$ cat src/rtl/fp_exu_seq.sv
// Sequential FP execute stage: dispatches ops to a simple-op unit, a long-op unit or a move path,
// and retires results in order through an output FIFO with sticky exception flags.
module fp_exu_seq #(
  parameter int XLEN       = 32,
  parameter int TAG_W      = 4,
  parameter int OBUF_DEPTH = 4,
  parameter int TIMEOUT    = 255
) (
  input  logic              fp_exu_i_clk,
  input  logic              fp_exu_i_rst_n,
  input  logic              fp_exu_i_valid,
  output logic              fp_exu_o_ready,
  input  logic [3:0]        fp_exu_i_op,
  input  logic [63:0]       fp_exu_i_data1,
  input  logic [63:0]       fp_exu_i_data2,
  input  logic [63:0]       fp_exu_i_data3,
  input  logic [1:0]        fp_exu_i_fmt,
  input  logic [2:0]        fp_exu_i_rm,
  input  logic [TAG_W-1:0]  fp_exu_i_tag,
  output logic [3:0]        fp_exu_o_sop_op,
  output logic [63:0]       fp_exu_o_sop_data1,
  output logic [63:0]       fp_exu_o_sop_data2,
  output logic [1:0]        fp_exu_o_sop_fmt,
  output logic [2:0]        fp_exu_o_sop_rm,
  input  logic [63:0]       fp_exu_i_sop_result,
  input  logic [4:0]        fp_exu_i_sop_flags,
  output logic              fp_exu_o_lop_valid,
  input  logic              fp_exu_i_lop_ready,
  output logic [3:0]        fp_exu_o_lop_op,
  output logic [63:0]       fp_exu_o_lop_data1,
  output logic [63:0]       fp_exu_o_lop_data2,
  output logic [63:0]       fp_exu_o_lop_data3,
  output logic [1:0]        fp_exu_o_lop_fmt,
  output logic [2:0]        fp_exu_o_lop_rm,
  input  logic              fp_exu_i_lop_resp_valid,
  input  logic [63:0]       fp_exu_i_lop_result,
  input  logic [4:0]        fp_exu_i_lop_flags,
  output logic              fp_exu_o_valid,
  input  logic              fp_exu_i_ready,
  output logic [XLEN-1:0]   fp_exu_o_result,
  output logic [4:0]        fp_exu_o_flags,
  output logic [TAG_W-1:0]  fp_exu_o_tag,
  output logic              fp_exu_o_err,
  input  logic              fp_exu_i_fflags_clr,
  output logic [4:0]        fp_exu_o_fflags,
  output logic              fp_exu_o_busy
);

  localparam int PW = $clog2(OBUF_DEPTH);
  localparam logic [PW:0] DEPTH_C = (PW+1)'(OBUF_DEPTH);
  localparam logic [7:0] WD_LAST = 8'(TIMEOUT - 1);
  localparam logic [4:0] FLAG_NV = 5'b10000;

  typedef enum logic [1:0] {S_IDLE, S_REQ, S_WAIT} state_e;

  state_e             state_q;
  logic               lop_valid_q;
  logic [3:0]         lop_op_q;
  logic [63:0]        lop_data1_q, lop_data2_q, lop_data3_q;
  logic [1:0]         lop_fmt_q;
  logic [2:0]         lop_rm_q;
  logic [TAG_W-1:0]   tag_q;
  logic [7:0]         wd_q;

  logic [XLEN-1:0]    mem_res_q [OBUF_DEPTH];
  logic [4:0]         mem_fl_q  [OBUF_DEPTH];
  logic [TAG_W-1:0]   mem_tag_q [OBUF_DEPTH];
  logic               mem_err_q [OBUF_DEPTH];
  logic [PW-1:0]      wr_ptr_q, rd_ptr_q;
  logic [PW:0]        cnt_q;
  logic [4:0]         fflags_q, fflags_d;

  logic is_long, is_move, is_ill, accept, pop, wait_done;
  logic               push;
  logic [XLEN-1:0]    push_res;
  logic [4:0]         push_fl;
  logic [TAG_W-1:0]   push_tag;
  logic               push_err;

  // Handshakes: a transfer happens on a rising clock edge where both valid and ready are high;
  // valid never waits for ready, and ready never depends on valid.
  assign fp_exu_o_ready = (state_q == S_IDLE) && (cnt_q < DEPTH_C);
  assign accept  = fp_exu_i_valid && fp_exu_o_ready;
  assign pop     = fp_exu_o_valid && fp_exu_i_ready;

  assign is_long = (fp_exu_i_op <= 4'd6) || (fp_exu_i_op == 4'd13);
  assign is_move = (fp_exu_i_op == 4'd11) || (fp_exu_i_op == 4'd12);
  assign is_ill  = (fp_exu_i_op == 4'd15);

  assign fp_exu_o_sop_op    = fp_exu_i_op;
  assign fp_exu_o_sop_data1 = fp_exu_i_data1;
  assign fp_exu_o_sop_data2 = fp_exu_i_data2;
  assign fp_exu_o_sop_fmt   = fp_exu_i_fmt;
  assign fp_exu_o_sop_rm    = fp_exu_i_rm;

  assign fp_exu_o_lop_valid = lop_valid_q;
  assign fp_exu_o_lop_op    = lop_op_q;
  assign fp_exu_o_lop_data1 = lop_data1_q;
  assign fp_exu_o_lop_data2 = lop_data2_q;
  assign fp_exu_o_lop_data3 = lop_data3_q;
  assign fp_exu_o_lop_fmt   = lop_fmt_q;
  assign fp_exu_o_lop_rm    = lop_rm_q;

  // Pushes come either from an IDLE accept or from WAIT completion, never both in one cycle.
  always_comb begin
    push      = 1'b0;
    push_res  = '0;
    push_fl   = '0;
    push_tag  = fp_exu_i_tag;
    push_err  = 1'b0;
    wait_done = 1'b0;
    if (accept && !is_long) begin
      push = 1'b1;
      if (is_move) begin
        push_res = fp_exu_i_data1[XLEN-1:0];
      end else if (is_ill) begin
        push_fl  = FLAG_NV;
        push_err = 1'b1;
      end else begin
        push_res = fp_exu_i_sop_result[XLEN-1:0];
        push_fl  = fp_exu_i_sop_flags;
      end
    end else if (state_q == S_WAIT) begin
      push_tag = tag_q;
      if (fp_exu_i_lop_resp_valid) begin
        push      = 1'b1;
        wait_done = 1'b1;
        push_res  = fp_exu_i_lop_result[XLEN-1:0];
        push_fl   = fp_exu_i_lop_flags;
      end else if (wd_q == WD_LAST) begin
        push      = 1'b1;
        wait_done = 1'b1;
        push_fl   = FLAG_NV;
        push_err  = 1'b1;
      end
    end
  end

  always_ff @(posedge fp_exu_i_clk) begin
    if (!fp_exu_i_rst_n) begin
      state_q     <= S_IDLE;
      lop_valid_q <= 1'b0;
      lop_op_q    <= '0;
      lop_data1_q <= '0;
      lop_data2_q <= '0;
      lop_data3_q <= '0;
      lop_fmt_q   <= '0;
      lop_rm_q    <= '0;
      tag_q       <= '0;
      wd_q        <= '0;
    end else begin
      case (state_q)
        S_IDLE: if (accept && is_long) begin
          lop_op_q    <= fp_exu_i_op;
          lop_data1_q <= fp_exu_i_data1;
          lop_data2_q <= fp_exu_i_data2;
          lop_data3_q <= fp_exu_i_data3;
          lop_fmt_q   <= fp_exu_i_fmt;
          lop_rm_q    <= fp_exu_i_rm;
          tag_q       <= fp_exu_i_tag;
          lop_valid_q <= 1'b1;
          state_q     <= S_REQ;
        end
        S_REQ: if (fp_exu_i_lop_ready) begin
          lop_valid_q <= 1'b0;
          wd_q        <= '0;
          state_q     <= S_WAIT;
        end
        S_WAIT: begin
          wd_q <= wd_q + 8'd1;
          if (wait_done) state_q <= S_IDLE;
        end
        default: state_q <= S_IDLE;
      endcase
    end
  end

  always_ff @(posedge fp_exu_i_clk) begin
    if (push) begin
      mem_res_q[wr_ptr_q] <= push_res;
      mem_fl_q[wr_ptr_q]  <= push_fl;
      mem_tag_q[wr_ptr_q] <= push_tag;
      mem_err_q[wr_ptr_q] <= push_err;
    end
  end

  // A clear coinciding with a pop keeps only the flags retiring in that cycle.
  always_comb begin
    fflags_d = fp_exu_i_fflags_clr ? 5'b0 : fflags_q;
    if (pop) fflags_d = fflags_d | fp_exu_o_flags;
  end

  always_ff @(posedge fp_exu_i_clk) begin
    if (!fp_exu_i_rst_n) begin
      wr_ptr_q <= '0;
      rd_ptr_q <= '0;
      cnt_q    <= '0;
      fflags_q <= '0;
    end else begin
      if (push) wr_ptr_q <= wr_ptr_q + 1'b1;
      if (pop)  rd_ptr_q <= rd_ptr_q + 1'b1;
      case ({push, pop})
        2'b10:   cnt_q <= cnt_q + 1'b1;
        2'b01:   cnt_q <= cnt_q - 1'b1;
        default: cnt_q <= cnt_q;
      endcase
      fflags_q <= fflags_d;
    end
  end

  assign fp_exu_o_valid  = (cnt_q != '0);
  assign fp_exu_o_result = mem_res_q[rd_ptr_q];
  assign fp_exu_o_flags  = mem_fl_q[rd_ptr_q];
  assign fp_exu_o_tag    = mem_tag_q[rd_ptr_q];
  assign fp_exu_o_err    = mem_err_q[rd_ptr_q];
  assign fp_exu_o_fflags = fflags_q;
  assign fp_exu_o_busy   = (state_q != S_IDLE) || (cnt_q != '0);

endmodule

$ cat config.mk
export PLATFORM = sky130hd
export DESIGN_NAME = fp_exu_seq
export DESIGN_NICKNAME = d
export VERILOG_FILES = /design/src/rtl/fp_exu_seq.sv
export SDC_FILE = /design/constraint.sdc
export NUM_CORES = 1
export LEC_CHECK = 0
export CORE_AREA = 4 4 289 291
export DETAILED_ROUTE_END_ITERATION = 10
export DIE_AREA = 0 0 293 295
export SLEW_MARGIN = 20
export SYNTH_ARGS = -nofsm -noshare
export SYNTH_HDL_FRONTEND = slang
export SYNTH_SLANG_ARGS = --single-unit
$ cat constraint.sdc
create_clock -name fp_exu_i_clk -period 3.3 [get_ports fp_exu_i_clk]
set_input_delay 0.825 -clock fp_exu_i_clk [delete_from_list [all_inputs] [get_ports fp_exu_i_clk]]
set_output_delay 0.825 -clock fp_exu_i_clk [all_outputs]
set_load 0.05 [all_outputs]
# Yosys cells after proc, flatten, opt, wreduce, memory -nomap -nowiden
# Memory sizes are Yosys's and may differ from the RTL's. A register that Yosys moved wholly into a read port is not among the register bits.
# Cells that the tools add are included.
[classes]
muxes = 45
eq_ne = 12
n_lt_le_gt_ge = 2
n_reduce_logical = 19
bitwise_logic = 1
addsub = 5
[op_table]
columns = ["op", "count"]
rows = [
  ["two-way mux 32 bit", 5],
  ["two-way mux 5 bit", 8],
  ["two-way mux 2 bit", 11],
  ["== test 4 bit (second input constant)", 4],
  ["case mux 8 bit (2 select lines)", 1],
  ["two-way mux 1 bit", 14],
  ["adder 8 x 1 -> 8 bit (second input constant)", 1],
  ["== test 8 bit (second input constant)", 1],
  ["two-way mux 4 bit", 2],
  ["two-way mux 8 bit", 1],
  ["nonzero test 2 bit", 4],
  ["case mux 2 bit (3 select lines)", 1],
  ["case mux 3 bit (2 select lines)", 1],
  ["AND reduction 3 bit", 2],
  ["logical AND 1 bit", 5],
  ["OR 5 bit", 1],
  ["adder 2 x 1 -> 2 bit (second input constant)", 2],
  ["== test 2 x 1 -> 1 bit (second input constant)", 2],
  ["== test 2 bit (second input constant)", 2],
  ["less-or-equal comparator 4 x 3 -> 1 bit (second input constant)", 1],
  ["inequality test 2 bit (second input constant)", 2],
  ["AND reduction 2 bit", 2],
  ["adder 3 x 1 -> 3 bit (second input constant)", 1],
  ["logical OR 1 bit", 3],
  ["7 further kinds", 7],
]
[totals]
out_inout_bits = 389
ff_bits = 228
ramBits = 168
n_memories = 4
elab_cells = 102
in_bits = 350
[memory_table]
columns = ["name", "words", "width", "read_ports", "rd_clocked_by_memory_dff", "write_ports", "line", "rtl"]
rows = [
  ["mem_res_q", 4, 32, 1, 1, 1, "65", "logic [XLEN-1:0] mem_res_q [OBUF_DEPTH];"],
  ["mem_fl_q", 4, 5, 1, 1, 1, "66", "logic [4:0] mem_fl_q [OBUF_DEPTH];"],
  ["mem_tag_q", 4, 4, 1, 1, 1, "67", "logic [TAG_W-1:0] mem_tag_q [OBUF_DEPTH];"],
  ["mem_err_q", 4, 1, 1, 1, 1, "68", "logic mem_err_q [OBUF_DEPTH];"],
]

# Logic depth before layout (Yosys ltp)
# Gate-level depths: netlist of the first run.
[logic_depth]
ltp_word = 7
mapped_depth = 11
ltp_nobuf = 11

# Least setup slack after synthesis of the first run
# No wires, ideal clock.
[synth_timing]
path_type = "in2reg"
from = "input fp_exu_i_valid"
to = "memory mem_err_q[2], enable pin"
t_required_ps = 2897
path_slack_ps = 85
n_path_buf = 0
setup_time_ps = 403
path_stages = 4
arrival_time_ps = 2812
path_cell_list = "or4b_4 > o21bai_1 > o21ai_0 > and2_1"
[synth_between]
elab_chain_cells = 5
[synth_rtl]
columns = ["element", "line", "rtl"]
rows = [
  ["start, declared", "11", "input logic fp_exu_i_valid,"],
  ["logical AND 1 bit", "83", "assign accept = fp_exu_i_valid && fp_exu_o_ready;"],
  ["logical AND 1 bit", "112", "if (accept && !is_long) begin"],
  ["two-way mux 1 bit", "112", ""],
  ["two-way mux 1 bit", "179", "if (push) begin"],
  ["two-way mux 1 bit (implied by the code)", "183", "mem_err_q[wr_ptr_q] <= push_err;"],
  ["end, declared", "68", ""],
]
# Every way passes these cells.

==> results of run 1 <==
-- power breakdown --
part,internal (uW),total [uW],switching [uW]
logic,1880,5090,3210
registers,5500,5700,198
clock network,3070,5250,2170
total,10500,16000,5590
-- cells in the final DEF, fill, tap and decap left out, types with 9 or more instances in the layout --
cell,Yosys,final
a21boi_0,69,69
a21boi_1,141,141
and2_1,46,41
buf_12,0,37
buf_4,137,240
clkbuf_1,54,11
clkbuf_16,0,48
clkdlybuf4s50_1,0,494
clkinv_2,0,10
dfxtp_1,230,228
edfxtp_1,168,168
inv_1,9,9
mux2i_1,36,36
mux4_2,42,42
nand2_1,470,470
nor2b_1,11,11
o21ai_0,39,39
-- cells by family (layout without fill, tap and decap cells) --
logic type / after synthesis / in the layout / synth area share, %
AOI/OAI and AO/OA: 266 / 266 / 11.2
xor gates and xnor gates: 7 / 7 / 0.363
adders and majority gates: 8 / 8 / 0.637
buffers and inverters: 241 / 873 / 9.28
DFF: 398 / 398 / 57.1
muxes: 78 / 78 / 7.73
other: 0 / 3 / 0
and+or+nand+nor: 557 / 557 / 13.7
-- synth_stat cells (all sizes together), types with 9 or more instances --
master	instances
a21boi	210
and2	46
buf	178
clkbuf	54
dfxtp	230
edfxtp	168
inv	9
mux2i	36
mux4	42
nand2	470
nor2b	11
o21ai	40
-- through the flow --
| stage | utilization, % | setup WS [ps] | power (uW) | cell area (sq um) | std cells |
|---|---|---|---|---|---|
| global route | 32.1 | 90.8 | 16800 | 25800 | 3248 |
| global placement | 30.1 | -345 | 11000 | 24300 | 3158 |
| finish | 32.1 | 236 | 16000 | 25800 | 3250 |
| detailed placement | 30.1 | -287 | 11000 | 24300 | 3158 |
| CTS | 32.0 | 2.61 | 16400 | 25800 | 3247 |
| floorplan | - | 84.9 | 9020 | 16900 | 1555 |
-- per-layer routing --
metal	share of wire (%)	vias to the layer above	GRT usage, %
li1	-	6361	-
met1	41	6290	16.1
met2	47	477	21.8
met3	9.9	73	5.54
met4	2.1	4	3.20
met5	0.038	-	0
-- registers in the layout (all words and copies together) (netlist names), 3 cells and up, named ones only --
| name | count |
|---|---|
| mem_tag_q | 16 |
| cnt_q | 3 |
| mem_fl_q | 20 |
| fp_exu_o_lop_data1 | 64 |
| mem_err_q | 4 |
| fp_exu_o_lop_data3 | 64 |
| fp_exu_o_lop_rm | 3 |
| fp_exu_o_lop_data2 | 64 |
| tag_q | 4 |
| fp_exu_o_fflags | 5 |
| wd_q | 8 |
| fp_exu_o_lop_op | 4 |
| mem_res_q | 128 |
-- worst max-delay path: cells and delay by family, from the launching register on --
family                 cells  cell delay (ps)
buffers and inverters      2              520
flip-flops                 1              530
multiplexers               1              560
-- path summary, 6_finish.rpt --
kind | endpoint | slack (ps) | cells past startpoint | startpoint
setup / recovery | fp_exu_o_result[17] | 240 | 3 | flop
hold reg to reg | fp_exu_o_lop_data3[41] | 450 | 2 | fp_exu_o_lop_data3[41]
setup reg to reg | cnt_q[2] | 880 | 10 | cnt_q[2]
hold / removal | fp_exu_o_lop_data3[41] | 450 | 2 | fp_exu_o_lop_data3[41]
-- area by class of cell --
| class | instances | area [sq um] |
|---|---|---|
| fill | 8236 | 54700 |
| sequential | 398 | 9650 |
| timing repair buffer | 775 | 7530 |
| multi-input combinational | 916 | 5720 |
| tap | 1060 | 1330 |
| clock buffer | 62 | 1280 |
| clock inverter | 27 | 272 |
| inverter | 9 | 33.8 |
| antenna | 3 | 7.51 |
-- repair_timing --
action                                  CTS  global route
gates resized for setup                   2             1
endpoints found under the setup margin    2             1
hold buffers                              0             0
==> results.md, run 1 <==
* Die Y at 295 um
* Die Area at between 80000 and 90000 sq um
* Layout cell share with drive strength beyond 1 at a little under a fifth
* Clk_skew at just under 20 ps
* Mapped Area at ~17000 sq um
* Critical Path Source Type: flop
* Final hold violations at 0
* Routability congestion estimate at 0.810
* Critical path arrival at 2240 ps
* Share of the synthesized area in the top cell type at 29.8%
* VDD IR-drop max at 0.347 mV
* CP Class: flop to output port
* Starting Density at 21.0%
* Normalized max-slew margin at ~53%
* Synth Net Count at ~1900
* Wire per inst at ~19 um
* Remaining antenna violation count at 0
* Final setup violation count at 0
* Area contributors post-synth: edfxtp_1, dfxtp_1, nand2_1, a21boi_1, buf_4
* Hold/Removal Path Class: flop to flop
* Via Count at between 10000 and 15000
* CP Capture Type: output port
* Worst-path fanout max at 29
* PwrDens at between 600 and 700 nW/um^2
* CTS Buf Count at 48
* Gr ovfl total at 0
* Max Cap Viol at 0
* Hold_ws at ~450 ps
* Iter 0 DRT Violations at slightly above 600
* Area growth from synthesis to layout at 52.8%
* Post-synthesis cell count at 1555
* Clock Latency Late Sink at roughly 590 ps
* Pins Over Slew Limit at 0
* Synthesis-stage register bit count at between 300 and 400
* DRC violations left at 0
* Reg clk slew, reported paths at around 50 ps
* Async set or reset register ratio after synthesis at 0%
* Largest incremental delay on the critical path at roughly 560 ps
* Post-CTS Setup Inserts at 0
* Site Rows at 104
* EDFF count, synth at roughly 170
* Vias in the first global route at around 13000
* Root buffer cell: clkbuf_16
* Total wire length at 60900 um
* Syn Area/Cell at 10.9 sq um
* Main synth FF type: dfxtp_1
* Die W at between 200 and 300 um
* Top Ports at 739
* CTS tree: yes
* Setup repair after global routing missed its margin: no
* Layout Nets at 2506
* IO buf count at between 600 and 700
* Slowest CP cell: mux4_2
* Num Clock Sinks at ~400
* Final min period at between 3000 and 4000 ps
* Pre-Repair DR Iteration Count at 5
* Largest net degree at the start of global routing at 84
* Ys Warns at 0
* Htree depth at 2
* Crit-path cells: buf_12 > mux4_2 > buf_4
* Leakage power at roughly 0.0096 uW
* Library cells used by synthesis at 42
* Vias/cell at roughly 4
* Core area at between 80000 and 90000 sq um
* First-pass GRT wire length at 86400 um
* Post-synthesis sequential area ratio at a little under three fifths
* Slew @ Worst Pin at 700 ps
* TNS Setup at 0 ps
* Req. time, crit path at approximately 2500 ps
* Status: complete, no violations
* Overall Global Routing Usage at 13.2%
* Leading area contributor after synthesis: edfxtp_1
* Fin crit share at 92.8%
* Initial antenna violation count at 5
* Fmax at 326 MHz
* Clock Tree Buf Depth at 3
* Hpwl dp at 46100 um
(Power assumes the default switching activity.)
==> run 2, diff against run 1 <==
--- a/config.mk
+++ b/config.mk
@@ -8,6 +8,7 @@
 export CORE_AREA = 4 4 289 291
 export DETAILED_ROUTE_END_ITERATION = 10
 export DIE_AREA = 0 0 293 295
+export SKIP_LAST_GASP = 1
 export SLEW_MARGIN = 20
 export SYNTH_ARGS = -nofsm -noshare
 export SYNTH_HDL_FRONTEND = slang
==> results of run 2 <==
The final DEF is identical to that of run 1; final timing and power are the same.
==> run 3, diff against run 2 <==
--- a/config.mk
+++ b/config.mk
@@ -5,9 +5,10 @@
 export SDC_FILE = /design/constraint.sdc
 export NUM_CORES = 1
 export LEC_CHECK = 0
-export CORE_AREA = 4 4 289 291
+export CORE_AREA = 4 4 287 289
+export CTS_CLUSTER_SIZE = 28
 export DETAILED_ROUTE_END_ITERATION = 10
-export DIE_AREA = 0 0 293 295
+export DIE_AREA = 0 0 291 293
 export SKIP_LAST_GASP = 1
 export SLEW_MARGIN = 20
 export SYNTH_ARGS = -nofsm -noshare
==> constraint.sdc (replaced) <==
create_clock -name fp_exu_i_clk -period 3.55 [get_ports fp_exu_i_clk]
set_input_delay 0.8875 -clock fp_exu_i_clk [delete_from_list [all_inputs] [get_ports fp_exu_i_clk]]
set_output_delay 0.8875 -clock fp_exu_i_clk [all_outputs]
set_load 0.05 [all_outputs]
==> run 3 against run 2 <==
- combinational power down 8.4%
- wire length is 1.4% lower
- worst setup slack worse by 73 ps
- critical path type unchanged
- clock power is 0.8% lower
- non-clock buffer count fell by 23
- via count down 0.69%
==> results.md, run 3 (synthesis gave the netlist of run 1 again) <==
* Normalized max-slew margin at 51.6% (was 53.2%)
* Max Cap Viol at 0 (unchanged)
* Layout Nets at 2482 (was 2506)
* Req. time, crit path at 2660 ps (was 2470 ps)
* Reg-to-Reg End: cnt_q[2] (unchanged)
* Hold_ws at 448 ps (was 449 ps)
* Most frequent cells in the layout: clkdlybuf4s50_1, nand2_1, dfxtp_1, edfxtp_1, a21boi_1 (was clkdlybuf4s50_1, nand2_1, buf_4, dfxtp_1, edfxtp_1)
* Remaining antenna violation count at 0 (unchanged)
* Routability congestion estimate at 0.815 (was 0.810)
* Via Count at 13100 (was 13200)
* Final hold violations at 0 (unchanged)
* Hold path depth at 2 (unchanged)
* CTS Buf Count at 47 (was 48)
* Fin crit share at a little over nine tenths
* Worst r2r src: cnt_q[2] (unchanged)
* Fmax at 295 MHz
* Clock Latency Late Sink at 590 ps (about the same)
* Root buffer cell: clkbuf_16 (unchanged)
* Top reg by flops: mem_res_q (unchanged)
* Hold/Removal Path Class: flop to flop (unchanged)
* Initial antenna violation count at 5 (unchanged)
* Die Y at 293 um (was 295 um)
* Final min period at approximately 3400 ps
* CP Capture Type: output port (unchanged)
* Setup repair after global routing missed its margin: no (unchanged)
* Final setup violation count at 0 (unchanged)
* Reg clk slew, reported paths at 60 ps (was 50 ps)
* Slew @ Worst Pin at 726 ps (was 700 ps)
* Htree depth at 2 (unchanged)
* Hold_sp: fp_exu_o_lop_data1[41] (was fp_exu_o_lop_data3[41])
* Filler cells at 8166 (was 8236)
* Max reg flops at 128 (unchanged)
* Gr ovfl total at 0 (unchanged)
* Top Ports at 739 (unchanged)
* Clock Tree Buf Depth at 3 (unchanged)
* Pre-Repair DR Iteration Count at 4 (was 5)
* Worst R2R Path Depth at 10 (unchanged)
* Num Clock Sinks at 398 (unchanged)
* Worst reg2reg setup slack at 1040 ps (was 880 ps)
* Iter 0 DRT Violations at 524 (was 610)
* PwrDens at 584 nW/um^2 (was 621 nW/um^2)
* Worst-path fanout max at 14 (was 29)
* Critical path arrival at 2500 ps (was 2240 ps)
* Core area at 79900 sq um (was 80500 sq um)
* Cts hold-fix bufs at 0 (unchanged)
* First-pass GRT wire length at 87500 um (was 86400 um)
* CTS tree: yes (unchanged)
* Largest net degree at the start of global routing at 86 (was 84)
* Post-CTS Setup Inserts at 0 (unchanged)
* Commonest non-fill, non-tap cell in the layout: clkdlybuf4s50_1 (unchanged)
* Overall Global Routing Usage at 13.5% (was 13.2%)
* Die Area at 85300 sq um (was 86400 sq um)
* Placed instance area at 24300 sq um (about the same)
* CP Class: flop to output port (unchanged)
* Area growth from synthesis to layout at 53.7% (was 52.8%)
* Pre-CTS setup slack at -103 ps (was -287 ps)
* DRC violations left at 0 (unchanged)
* Leakage power at 0.00937 uW (was 0.00956 uW)
* Vias/cell at 4.07 (was 4.06)
* Hold endpoint: fp_exu_o_lop_data1[41] (was fp_exu_o_lop_data3[41])
* Hpwl dp at 45000 um (was 46100 um)
* VDD IR-drop max at 0.386 mV (was 0.347 mV)
* Clk_skew at 15.6 ps (was 19.2 ps)
* TNS Setup at 0 ps (unchanged)
* Die W at 291 um (was 293 um)
* Vias in the first global route at 13400 (was 13100)
* Starting Density at 21.2% (was 21.0%)
* Critical Path Source Type: flop (unchanged)
* Total wire length at 60100 um (was 60900 um)
* Wire per inst at 18.6 um (was 18.7 um)
* Status: complete, no violations (unchanged)
* IO buf count at 674 (unchanged)
* Cell area after layout at 26000 sq um (was 25800 sq um)
* Site Rows at 104 (unchanged)
* Pins Over Slew Limit at 0 (unchanged)
* Fin worst setup slack at 164 ps (was 236 ps)
* Layout cell share with drive strength beyond 1 at 12.0% (was 18.5%)
## run 3: cell types whose count changed in the layout (fill, tap and decap cells not counted), sizes merged
cell and change:
clkinvlp +1, diode -2, dlymetal6s2s -1, inv +1, clkinv -5, clkbuf -2
bufinv +3, clkdlybuf4s50 +104, buf -153, dlygate4sd2 +27
## run 3: timing repair
action / 4_1_cts / 5_1_grt
setup endpoints to repair: 29 / 0
resized for setup: 29 / 0
hold endpoints to repair: 0 / 0
## run 3: power by group
group	switching, uW	leakage, uW	internal (uW)	total (uW)
combinational	2950	0.00511	1710	4660
sequential	196	0.00344	5110	5310
clock	2040	0.000823	3170	5210
total	5190	0.00937	10000	15200
## run 3: stage by stage
| stage | cells | utilization [%] | total power (uW) |
|---|---|---|---|
| after floorplan | 1555 | - | 8380 |
| after global placement | 3135 | 30.4 | 10200 |
| after detailed placement | 3135 | 30.4 | 10200 |
| after CTS | 3222 | 32.5 | 15500 |
| after global routing | 3223 | 32.5 | 15900 |
| final | 3223 | 32.5 | 15200 |
## run 3: final cells by class
class | count | area, sq um | share of cell area, %
clock inverter | 27 | 387 | 1.49
multi-input combinational | 916 | 5720 | 22.0
timing repair buffer | 752 | 7540 | 29.0
inverter | 9 | 33.8 | 0.130
sequential | 398 | 9650 | 37.2
antenna | 1 | 2.50 | 0.00963
tap | 1060 | 1330 | 5.10
clock buffer | 60 | 1320 | 5.07
## run 3: critical path, cell delays in order, from the launching register on
cell             delay [ps]
dfxtp_4                 550
mux4_2                  610
clkdlybuf4s50_1         760
## run 3: worst max path at each step
stage / from / endpoint / cells after the start
finish: flop / fp_exu_o_flags[1] / 2
global route: flop / fp_exu_o_flags[1] / 2
CTS: flop / fp_exu_o_flags[1] / 2
detailed placement: fp_exu_i_op[0] / cnt_q[2] / 12
global placement: fp_exu_i_op[0] / cnt_q[2] / 12
floorplan: fp_exu_i_valid / mem_err_q[2] / 4
## run 3: layer usage
metal	track usage, %	vias up	part of all wire, %
met3	4.74	71	8.7
met2	22.5	502	47
met4	3.40	4	2.3
met5	0	-	0.052
li1	-	6307	-
met1	16.7	6230	42
